## config.mk

```make
export PLATFORM = sky130hd
export DESIGN_NAME = vga_timing_ctrl
export DESIGN_NICKNAME = d
export VERILOG_FILES = /design/src/rtl/vga_timing_ctrl.sv
export SDC_FILE = /design/constraint.sdc
export NUM_CORES = 1
export LEC_CHECK = 0
export CORE_AREA = 2 2 72 53
export CTS_CLUSTER_DIAMETER = 30
export CTS_CLUSTER_SIZE = 28
export DETAILED_ROUTE_END_ITERATION = 16
export DIE_AREA = 0 0 74 55
export DONT_BUFFER_PORTS = 1
export MAX_ROUTING_LAYER = met4
export PLACE_DENSITY = 0.79
export SLEW_MARGIN = 20
export SYNTH_ARGS = -nofsm -noshare
export SYNTH_HDL_FRONTEND = slang
export SYNTH_SLANG_ARGS = --single-unit
```

## constraint.sdc

```tcl
create_clock -name clk -period 4.6 [get_ports clk]
set_clock_uncertainty 0.05 [all_clocks]
set_input_delay 0.92 -clock clk [delete_from_list [all_inputs] [get_ports clk]]
set_output_delay 0.92 -clock clk [all_outputs]
set_load 0.1 [all_outputs]
```

## src/rtl/vga_timing_ctrl.sv

```systemverilog
// VGA timing sequencer: pixel-rate enable, h/v counters, sync pulses, active window
// and line/frame strobes, all in the system clock domain with registered outputs.
module vga_timing_ctrl #(
  parameter int   DIV      = 2,
  parameter int   H_ACTIVE = 640,
  parameter int   H_FP     = 16,
  parameter int   H_SYNC   = 96,
  parameter int   H_BP     = 48,
  parameter int   V_ACTIVE = 480,
  parameter int   V_FP     = 10,
  parameter int   V_SYNC   = 2,
  parameter int   V_BP     = 33,
  parameter logic SYNC_POL = 1'b0
) (
  input  logic       clk,
  input  logic       reset,
  input  logic       enable,
  output logic       pixel_tick,
  output logic       hsync,
  output logic       vsync,
  output logic       video_on,
  output logic [9:0] pixel_x,
  output logic [9:0] pixel_y,
  output logic       line_end,
  output logic       frame_end
);

  localparam int H_TOTAL = H_ACTIVE + H_FP + H_SYNC + H_BP;
  localparam int V_TOTAL = V_ACTIVE + V_FP + V_SYNC + V_BP;
  localparam int DIV_W   = (DIV > 1) ? $clog2(DIV) : 1;

  localparam logic [DIV_W-1:0] DIV_LAST = DIV_W'(DIV - 1);
  localparam logic [9:0]  H_LAST        = 10'(H_TOTAL - 1);
  localparam logic [9:0]  V_LAST        = 10'(V_TOTAL - 1);
  localparam logic [10:0] H_FRONT_START = 11'(H_ACTIVE);
  localparam logic [10:0] H_SYNC_START  = 11'(H_ACTIVE + H_FP);
  localparam logic [10:0] H_BACK_START  = 11'(H_ACTIVE + H_FP + H_SYNC);
  localparam logic [10:0] V_ACT_END     = 11'(V_ACTIVE);
  localparam logic [10:0] V_SYNC_START  = 11'(V_ACTIVE + V_FP);
  localparam logic [10:0] V_SYNC_END    = 11'(V_ACTIVE + V_FP + V_SYNC);

  if ((H_TOTAL > 1024) || (V_TOTAL > 1024) || (DIV < 1)) begin : g_bad_cfg
    $error("vga_timing_ctrl: totals must be <= 1024 and DIV >= 1");
  end

  typedef enum logic [1:0] {H_ACT, H_FRONT, H_SYNCP, H_BACK} h_state_t;

  // Horizontal phase is derived from the count so the two can never disagree.
  function automatic h_state_t h_decode(input logic [9:0] cnt);
    logic [10:0] c;
    c = {1'b0, cnt};
    if (c < H_FRONT_START)     h_decode = H_ACT;
    else if (c < H_SYNC_START) h_decode = H_FRONT;
    else if (c < H_BACK_START) h_decode = H_SYNCP;
    else                       h_decode = H_BACK;
  endfunction

  logic [DIV_W-1:0] div_cnt_r, div_next_s;
  logic [9:0]       h_cnt_r, h_next_s;
  logic [9:0]       v_cnt_r, v_next_s;
  h_state_t         h_state_r, h_state_next_s;
  logic             tick_s, line_wrap_s, frame_wrap_s;
  logic             hsync_s, vsync_s, video_s;

  // State register: divider, counters and horizontal phase.
  always_ff @(posedge clk) begin
    if (reset) begin
      div_cnt_r <= {DIV_W{1'b0}};
      h_cnt_r   <= 10'd0;
      v_cnt_r   <= 10'd0;
      h_state_r <= H_ACT;
    end else begin
      div_cnt_r <= div_next_s;
      h_cnt_r   <= h_next_s;
      v_cnt_r   <= v_next_s;
      h_state_r <= h_state_next_s;
    end
  end

  // Next-state logic: pixel tick, line wrap and frame wrap.
  always_comb begin
    tick_s       = enable && (div_cnt_r == DIV_LAST);
    line_wrap_s  = tick_s && (h_cnt_r == H_LAST);
    frame_wrap_s = line_wrap_s && (v_cnt_r == V_LAST);

    if (!enable)     div_next_s = div_cnt_r;
    else if (tick_s) div_next_s = {DIV_W{1'b0}};
    else             div_next_s = div_cnt_r + DIV_W'(1);

    if (line_wrap_s) h_next_s = 10'd0;
    else if (tick_s) h_next_s = h_cnt_r + 10'd1;
    else             h_next_s = h_cnt_r;

    if (frame_wrap_s)     v_next_s = 10'd0;
    else if (line_wrap_s) v_next_s = v_cnt_r + 10'd1;
    else                  v_next_s = v_cnt_r;

    h_state_next_s = h_decode(h_next_s);
  end

  // Output decode from the current phase and vertical count.
  always_comb begin
    case (h_state_r)
      H_SYNCP: hsync_s = SYNC_POL;
      default: hsync_s = ~SYNC_POL;
    endcase
    if (({1'b0, v_cnt_r} >= V_SYNC_START) && ({1'b0, v_cnt_r} < V_SYNC_END)) vsync_s = SYNC_POL;
    else                                                                   vsync_s = ~SYNC_POL;
    video_s = (h_state_r == H_ACT) && ({1'b0, v_cnt_r} < V_ACT_END);
  end

  // Registered outputs; level outputs only advance while enabled so they freeze with the counters.
  always_ff @(posedge clk) begin
    if (reset) begin
      pixel_tick <= 1'b0;
      line_end   <= 1'b0;
      frame_end  <= 1'b0;
      video_on   <= 1'b0;
      hsync      <= ~SYNC_POL;
      vsync      <= ~SYNC_POL;
      pixel_x    <= 10'd0;
      pixel_y    <= 10'd0;
    end else begin
      pixel_tick <= tick_s;
      line_end   <= line_wrap_s;
      frame_end  <= frame_wrap_s;
      if (enable) begin
        pixel_x  <= h_cnt_r;
        pixel_y  <= v_cnt_r;
        hsync    <= hsync_s;
        vsync    <= vsync_s;
        video_on <= video_s;
      end
    end
  end

endmodule
```

# --- Word level (Yosys, flattened, before mapping) ---
# Cells that the tools add are included.
totals:
  reg_bits: 49
  in_bits: 3
  out_inout_bits: 26
  elab_cells: 41
classes:
  n_addsub: 3
  n_lt_le_gt_ge: 6
  eq_ne: 3
  mux: 7
  n_reduce_logical: 9
op_table:
  columns: ["cell", "count"]
  rows:
  - ["less-than comparator 10 bit, second input constant", 3]
  - ["adder 10 x 1 -> 10 bit, second input constant", 2]
  - ["equality test 10 bit, second input constant", 2]
  - ["less-than comparator 10 x 9 -> 1 bit, second input constant", 2]
  - ["2-to-1 mux 10 bit", 2]
  - ["greater-or-equal comparator 10 x 9 -> 1 bit, second input constant", 1]
  - ["logical AND 1 bit", 5]
  - ["2-to-1 mux 1 bit", 5]
  - ["OR reduction 2 bit", 2]
  - ["OR reduction 3 bit", 1]
  - ["equality test 2 bit, second input constant", 1]
  - ["zero test 2 bit", 1]
  - ["adder 1 bit, second input constant", 1]

# --- Longest topological paths before layout ---
depth:
  depth_word: 6
  ltp_mapped: 7
  mapped_depth_nobuf: 6

# --- Least setup slack after synthesis ---
# OpenSTA, ideal clock, no wires.
synth_timing:
  kind: "input port to flip-flop"
  startpoint: "in enable"
  endpoint: "reg h_state_r[0]"
  setup_time_ns: 0.131
  arrival_time_ns: 1.923
  required_time_ns: 4.419
  setup_slack_ns: 2.496
  path_stages: 6
  path_buffers: 1
  path_cell_list: "nand4_1 > or2_0 > clkbuf_1 > o311a_1 > o21bai_1 > a31oi_1"
synth_between:
  elab_chain_cells: 6
  word_cells_on_any_way: 10
  classes_between: "order compare (3); mux (4); reduce/logical (3)"
synth_rtl:
  columns: ["element", "line", "rtl"]
  rows:
  - ["start: declaration", "17", "input logic enable,"]
  - ["logical AND 1 bit *", "82", "tick_s = enable && (div_cnt_r == DIV_LAST);"]
  - ["2-to-1 mux 10 bit or logical AND 1 bit (tied branches)", "91, 83", null]
  - ["2-to-1 mux 10 bit *", "90", "if (line_wrap_s) h_next_s = 10'd0;"]
  - ["less-than comparator 10 bit", "54", "else if (c < H_BACK_START) h_decode = H_SYNCP;"]
  - ["2-to-1 mux 1 bit", "54", null]
  - ["2-to-1 mux 1 bit", "53", "else if (c < H_SYNC_START) h_decode = H_FRONT;"]
  - ["end signal: assignment", "76", "h_state_r <= h_state_next_s;"]
  - ["end: declaration", "61", "h_state_t h_state_r, h_state_next_s;"]
# Every way passes the cells marked *; elsewhere a longest branch is shown, timed or not.
# A chain may end at the register's enable or synchronous reset.

# --- Worst setup path in the final report ---
layout_timing:
  startpoint: "reg video_on"
  endpoint: "out video_on"
layout_lines:
  columns: ["element", "line", "rtl"]
  rows:
  - ["start: declaration", "21", "output logic video_on,"]
  - ["start signal: assignment", "132", "video_on <= video_s;"]
# No word-level cell between the ends.

==> results.md <==
* Layout Utilization at 0.6479
* Final Setup Violations at 0
* Detailed placement HPWL at 2.688 mm
* Final period utilization at 0.4905
* WL per Instance at 14.56 um
* Pins over their slew limit at 0
* Post-CTS Setup Inserts at 0
* Initial Util at 0.6288
* Pwr dens at 316.2 nW/um2
* RSZ-0062 raised after global routing: false
* Distinct cell type count after synthesis at 41
* Worst-margin pin slew at 0.9926 ns
* Max FO, Critical Path at 2
* CTS buffer count at 5
* Startpoint types: flop
* Post-DRT Antenna Nets at 0
* Final Routed Wirelength at around 3.8 mm
* Cts hold-fix bufs at 0
* Seq/Total Area, Yosys at 0.4587
* CP arrival at 1.29 ns
* Design area at 2203 um2
* Antenna diodes at 0
* Peak supply drop at 0.0002479 V
* Most frequent cells in the layout: dfxtp_1, nor2_1, mux2i_1
* Initial antenna violation count at 0
* Final min period at 2.256 ns
* WP data required at approximately 3.6 ns
* Global-route wire length before repair at 6.520 mm
* Number of global-route vias before repair at 1374
* Synthesized cell area at 2138 um2
* Clk_lat worst skew at about 0.30 ns
* Register bit total from synthesis at 49
* GRT Util Overall at 0.2217
* Syn. warnings at 0
* CTS H-tree lvls at 2
* Vias at 1474
* Core footprint at 3401 um2
* Initial drt markers at around 140
* Max-slew headroom at 0.3374
* Tot Pwr at roughly 0.70 mW
* Die area at roughly 4100 um2
* Clock Path Buffers at 2
* Num rows at 18
* Largest net degree at the start of global routing at 32
* Ports at 29
* Hold WC Path Type: flop to flop
* Async set or reset register ratio after synthesis at 0
* Number of vias per cell at 5.605
* Area delta synth->final at 3.043%
* Router iterations before antenna repair at 4
* DRC violations left at 0
* Number of synthesized flops with an enable pin at 0
* IO Port Bufs at 0
* Number of nets in the layout at 219
* Pleak at 0.8712 nW
* Clock sinks at a little under 50
* Grt ovf at 0
* TritonCTS clock tree: yes
* Final Hold Viols at 0
* Gpl congestion at 0.8765
* Clk slew on worst S/H paths at 0.09 ns
* Avg Inst Size Synth at 9.809 um2
* Fmax achieved at 443.2 MHz
* Setup Total Neg Slack at 0 ns
* Share of layout cells above drive strength 1 at 0.07042
* Clk root buf: clkbuf_8
* Die H at roughly 55 um
* Worst hold slack at about 0.47 ns
* Die X at 74 um
* DP Area at around 2100 um2
* Run status: completed
* Mapped Nets at 225
* WS Path Type: flop to output pin
* Post_cts resized at 0
* Commonest non-fill, non-tap cell in the layout: dfxtp_1
* CP Capture Type: output pin
* Top FF cell, synth: dfxtp_1
* Max cap viols at 0
* Cells after synthesis at 218
## registers in the layout (all words and copies together) (netlist names)
name and count:
div_cnt_r 1, frame_end 1, h_cnt_r 10, h_state_r 2
hsync 1, line_end 1, pixel_tick 1, pixel_x 10
pixel_y 10, v_cnt_r 10, video_on 1, vsync 1
## area by class of cell
cell class / count / area (um2)
fillers: 275 / 1197
multi-input cells: 154 / 1066
flip-flops and latches: 49 / 980.9
clock buffers: 5 / 68.82
well taps: 50 / 62.56
clock inverters: 3 / 17.52
inverters: 2 / 7.507
## metal layers
layer,wire [um],vias to the layer above,track usage
li1,-,729,-
met1,1918,704,0.3128
met2,1625,34,0.2976
met3,239,7,0.06703
met4,45,0,0.07879
met5,0,-,-
## final timing paths
kind                   start    endpoint  slack (ns)  cells after the start
setup / recovery    video_on    video_on        2.34                      0
setup reg to reg  v_cnt_r[0]  v_cnt_r[4]        2.43                      6
hold / removal    h_cnt_r[1]  h_cnt_r[1]        0.47                      2
hold reg to reg   h_cnt_r[1]  h_cnt_r[1]        0.47                      2
## synthesized netlist by cell type, drive strengths merged (2+ instances only)
library cell | instances | area, um2
nand2 | 12 | 45.04
nor4 | 3 | 33.78
nand3b | 2 | 15.01
nor4b | 5 | 80.08
nand2b | 3 | 18.77
xnor2 | 12 | 105.1
a31oi | 2 | 12.51
and2 | 2 | 12.51
nand4 | 5 | 46.29
ha | 4 | 50.05
and3 | 2 | 12.51
mux2i | 21 | 210.2
buf | 10 | 72.57
nor2 | 46 | 177.7
clkbuf | 3 | 11.26
o21ai | 4 | 20.02
dfxtp | 49 | 980.9
and4 | 3 | 26.28
a21oi | 2 | 10.01
xor2 | 8 | 70.07
nor3 | 2 | 10.01
inv | 2 | 7.510
nand3 | 7 | 35.03
## where the power goes
part           internal (mW)  switching [mW]
Clock                  0.105           0.138
Sequential             0.427          0.0137
Combinational        0.00747         0.00515
## through the flow
step	worst slack (ns)	cells
2_1_floorplan	2.496	218
3_3_place_gp	2.346	255
3_5_place_dp	2.230	255
4_1_cts	2.338	263
5_1_grt	2.251	263
6_report	2.344	263
## kinds of logic (layout without fill, tap and decap cells)
logic type | count (synthesis) | in the layout | share of synthesized area
AND/OR/NAND/NOR | 95 | 95 | 0.2504
flip-flops | 49 | 49 | 0.4587
multiplexers | 21 | 21 | 0.09830
XOR/XNOR | 20 | 20 | 0.08192
buffers and inverters | 15 | 10 | 0.04272
AO/OA/AOI/OAI | 14 | 14 | 0.04447
adder cells (fa/ha/maj) | 4 | 4 | 0.02341
(Power assumes the default switching activity.)
